$ cat src/rtl/array_tile_loader.sv
// Array tile loader: collects an 8-word serial stream into a pair of 2x2 tiles
// (A then B) and presents them to a downstream array with a valid/ready handshake.
// A one-deep fill buffer lets the next pair stream in while the current pair is held.
// Optional feature macro: TILE_LOADER_TRANSPOSE_EN stores tile B column-major.
module array_tile_loader #(
  parameter int unsigned WIDTH = 16
) (
  input  logic             CLK,
  input  logic             RST,
  input  logic [WIDTH-1:0] IN_DATA,
  input  logic             IN_VALID,
  input  logic             IN_LAST,
  output logic             IN_READY,
  output logic [WIDTH-1:0] A [2][2],
  output logic [WIDTH-1:0] B [2][2],
  output logic             TILE_VALID,
  input  logic             TILE_READY,
  output logic             ERR
);

  typedef enum logic [0:0] {StFill, StFull} state_e;

  state_e           state_q;
  logic [2:0]       cnt_q;
  logic [WIDTH-1:0] buf_a [2][2];
  logic [WIDTH-1:0] buf_b [2][2];
  logic [WIDTH-1:0] a_q   [2][2];
  logic [WIDTH-1:0] b_q   [2][2];
  logic             tile_valid_q;
  logic             err_q;
  logic             accept;
  logic             b_row;
  logic             b_col;

  // Ready is forced low while reset is being sampled so no word slips in.
  assign IN_READY = (state_q == StFill) && !RST;
  assign accept   = IN_VALID && IN_READY;

`ifdef TILE_LOADER_TRANSPOSE_EN
  assign b_row = cnt_q[0];
  assign b_col = cnt_q[1];
`else
  assign b_row = cnt_q[1];
  assign b_col = cnt_q[0];
`endif

  assign A          = a_q;
  assign B          = b_q;
  assign TILE_VALID = tile_valid_q;
  assign ERR        = err_q;

  // Fill/full FSM, word counter, fill buffer, output registers and sticky error.
  always_ff @(posedge CLK) begin
    if (RST) begin
      state_q      <= StFill;
      cnt_q        <= '0;
      tile_valid_q <= 1'b0;
      err_q        <= 1'b0;
      for (int r = 0; r < 2; r++) begin
        for (int c = 0; c < 2; c++) begin
          buf_a[r][c] <= '0;
          buf_b[r][c] <= '0;
          a_q[r][c]   <= '0;
          b_q[r][c]   <= '0;
        end
      end
    end else begin
      // Consumer took the tile; a copy below overrides this with new data.
      if (tile_valid_q && TILE_READY) begin
        tile_valid_q <= 1'b0;
      end
      unique case (state_q)
        StFill: begin
          if (accept) begin
            if (IN_LAST && cnt_q != 3'd7) begin
              // Early LAST: drop the partial pair and resynchronise.
              err_q <= 1'b1;
              cnt_q <= '0;
            end else begin
              if (cnt_q[2]) begin
                buf_b[b_row][b_col] <= IN_DATA;
              end else begin
                buf_a[cnt_q[1]][cnt_q[0]] <= IN_DATA;
              end
              if (cnt_q == 3'd7) begin
                state_q <= StFull;
                cnt_q   <= '0;
                // Missing LAST on the final word is flagged but the pair still completes.
                if (!IN_LAST) begin
                  err_q <= 1'b1;
                end
              end else begin
                cnt_q <= cnt_q + 3'd1;
              end
            end
          end
        end
        StFull: begin
          if (!tile_valid_q || TILE_READY) begin
            a_q          <= buf_a;
            b_q          <= buf_b;
            tile_valid_q <= 1'b1;
            state_q      <= StFill;
          end
        end
        default: state_q <= StFill;
      endcase
    end
  end

endmodule

$ cat config.mk
export PLATFORM = sky130hd
export DESIGN_NAME = array_tile_loader
export DESIGN_NICKNAME = d
export VERILOG_FILES = /design/src/rtl/array_tile_loader.sv
export SDC_FILE = /design/constraint.sdc
export NUM_CORES = 1
export LEC_CHECK = 0
export CELL_PAD_IN_SITES_DETAIL_PLACEMENT = 1
export CELL_PAD_IN_SITES_GLOBAL_PLACEMENT = 1
export CORE_ASPECT_RATIO = 1.4
export CORE_MARGIN = 2
export CORE_UTILIZATION = 33
export CTS_CLUSTER_SIZE = 30
export DETAILED_ROUTE_END_ITERATION = 10
export PLACE_DENSITY = 0.67
export SYNTH_ARGS = -nofsm -noshare
export SYNTH_HDL_FRONTEND = slang
export SYNTH_SLANG_ARGS = --single-unit
$ cat constraint.sdc
create_clock -name CLK -period 2 [get_ports CLK]
set_clock_uncertainty 0.2 [all_clocks]
set_input_delay 0.4 -clock CLK [delete_from_list [all_inputs] [get_ports CLK]]
set_output_delay 0.4 -clock CLK [all_outputs]
set_load 0.005 [all_outputs]
==> impl_metrics.json <==
{
  "rsz0062_at_grt": "true",
  "ys_seq_elements": 262,
  "grt_pass1_vias": 9558,
  "synth_flop_cell": "dfxtp_1",
  "grt_max_degree": 129,
  "synth.distinct_cells": 39,
  "peakVddDrop_mv": 0.4357,
  "finalCritPeriodShare_pct": 98.64,
  "drt-initial-drc-count": 571,
  "cp-start-kind": "flip-flop",
  "final_antenna_net_count": 0,
  "io_buffers": 151,
  "cts_num_sinks": 262,
  "critical_path.max_stage_delay_ns": 0.37,
  "final_cell_area_um2": 13730,
  "hp-class": "input port to flip-flop",
  "clk_latency_ns": 0.53,
  "status": "complete, no violations",
  "path_cells": "ha_4 > ha_4 > inv_2 > ha_4 > buf_6 > nand3b_1 > buf_6 > o21ai_1 > a21oi_1",
  "num_io_pins": 152,
  "start_util_pct": 33.54,
  "relSlewSlack_pct": 59.44,
  "worst_slew_pin_slew_ns": 0.6065,
  "syn_area_per_cell_um2": 8.646,
  "hold_viol_final": 0,
  "routed_wl_um": 33500,
  "slew_violations": 0,
  "routedWlPerCell_um": 19.65,
  "cts_tree": "done",
  "antenna_found_initial": 0,
  "seq_area_frac_synth_pct": 52.07,
  "drv_cap": 0,
  "cp.arrival_ns": 2.17,
  "synth_common_cells": "dfxtp_1 (262), nand3_1 (206), a21oi_1 (196), o21ai_0 (109), o21ai_1 (104)",
  "numCtsBuffers": 27,
  "hold_slack_ns": 0.1922,
  "nNetsFinal": 1331,
  "place_hpwl_um": 21710,
  "fin_ws_ns": 0.02727,
  "yosysMostFrequentCell": "dfxtp_1",
  "die_w_um": 151.7,
  "grt_pass1_wl_um": 52710,
  "yosysTopAreaCell": "dfxtp_1",
  "fmax_mhz": 506.9,
  "post-route-min-period_ns": 1.973,
  "synthTopCellsByArea": "dfxtp_1 (52%), nand3_1 (10%), a21oi_1 (9.7%)",
  "syn_inst": 1165,
  "setup_violations": 0,
  "cp-end-kind": "flip-flop",
  "synth_nets": 1192,
  "ctsLongestPathBuffers": 3,
  "rows": 75,
  "critPathRequiredTime_ns": 2.19,
  "clkSlewWorstSetupHoldPaths_ns": 0.07,
  "synth_top_area_share_pct": 52.07,
  "cpMostUsedCell": "ha_4",
  "combPwrFrac_pct": 4.5,
  "drive_above_1_share_pct": 16.21,
  "place_ws_ns": -0.2390,
  "p_sw_share_pct": 22.32,
  "pwr-share-clk_pct": 47.2,
  "async_flop_share_pct": 0,
  "synth_edf_count": 0,
  "place_congestion": 0.8049,
  "pwr-share-seq_pct": 48.3,
  "power_mw": 10.85,
  "cts_root_buf": "clkbuf_16",
  "core_area_um2": 30030,
  "fp.dieH_um": 210.7,
  "place_area_um2": 12470,
  "synth_area_um2": 10070,
  "fill_cells": 3454,
  "vias": 9230,
  "grt.total_usage_pct": 20.62,
  "routed_via_density": 5.413,
  "dp_cells": 1651,
  "leakage_nw": 5.800,
  "p_switching_mw": 2.421,
  "n_antenna_cell": 0,
  "area_growth_pct": 36.27,
  "worstSetupPathType": "flip-flop to flip-flop",
  "intPower_mw": 8.427,
  "stdcell_count": 1705,
  "path_max_fanout": 8,
  "crit_path_top_delay_cell": "dfxtp_4",
  "drtPass1Iterations": 5,
  "yosys_warnings": 0,
  "dieArea_um2": 31950,
  "drc": 0,
  "cts_htree_levels": 1,
  "grt.overflow.total": 0,
  "p_per_area_nw_per_um2": 790.4
}
==> critical path: cells and delay by family (launching register included) <==
kind | cells | cell delay (ns)
buffers and inverters | 3 | 0.36
adder cells (fa/ha/maj) | 3 | 0.45
AND/OR/NAND/NOR | 1 | 0.23
AO/OA/AOI/OAI | 2 | 0.21
flip-flops | 1 | 0.37
==> timing repair <==
action,4_1_cts,5_1_grt
endpoints found under the setup margin,43,133
endpoints found under the hold margin,1,0
gates resized for setup,34,99
pin swaps,1,7
cloned,1,1
buffers inserted,3,3
hold buffers,1,0
==> kinds of logic after synthesis <==
kind of cell | after synthesis | share of synthesized area [%]
and+or+nand+nor | 304 | 16.20
muxes | 18 | 2.012
buffers and inverters | 132 | 5.789
AOI/OAI and AO/OA | 443 | 23.18
DFF | 262 | 52.07
adders and majority gates | 6 | 0.7453
==> area by class of cell <==
cell class                 count  area [µm²]  area share [%]
tap                          385       481.7           3.510
sequential                   262        5291           38.55
clock buffer                  35       755.7           5.506
multi-input combinational    771        4458           32.48
clock inverter                10       130.1          0.9480
timing repair buffer         236        2585           18.83
inverter                       6       23.77          0.1732
==> power groups by stage <==
stage / logic [mW] / registers, mW / clock network (mW)
4_1_cts: 0.474 / 5.24 / 5.21
2_1_floorplan: 0.196 / 5.36 / 0
6_report: 0.484 / 5.24 / 5.12
3_3_place_gp: 0.468 / 5.36 / 0
5_1_grt: 0.512 / 5.24 / 5.43
3_5_place_dp: 0.468 / 5.36 / 0
==> per-stage QoR <==
step / TNS [ns] / utilization [%]
2_1_floorplan: -0.1701 / -
3_3_place_gp: -18.24 / 41.54
3_5_place_dp: -20.29 / 41.54
4_1_cts: -0.03712 / 44.72
5_1_grt: -0.6573 / 45.71
6_report: 0 / 45.71
==> per-layer routing <==
layer	up-vias	wire [µm]	track usage (%)
li1	4452	-	-
met1	4549	14820	27.45
met5	-	0	0
met2	190	16830	35.62
met4	0	568	4.853
met3	39	1284	2.333
==> final timing paths <==
check,startpoint,endpoint,slack [ns],cells after the start
min reg2reg,buf_a[4],buf_a[4],0.25,2
max,cnt_q[1],buf_b[33],0.03,9
min,RST,buf_b[16],0.19,3
max reg2reg,cnt_q[1],buf_b[33],0.03,9
==> flip-flops by register name, summed over array words and instances, names as in the netlist <==
signal and flops:
A 64, B 64, buf_a 64, buf_b 64, cnt_q 3, ERR 1, TILE_VALID 1, state_q 1
==> layout by cell type, fill, tap and decap left out, types with 22 or more instances in the layout <==
cell / n
a21oi_1: 192
dfxtp_1: 231
dfxtp_2: 28
o21ai_1: 88
clkbuf_16: 27
buf_12: 22
nand2_1: 33
nand3_1: 206
o21ai_0: 109
clkdlybuf4s50_1: 79
dlymetal6s2s_1: 61
buf_4: 56
a31o_1: 25
Power figures use the tool's default switching activity.
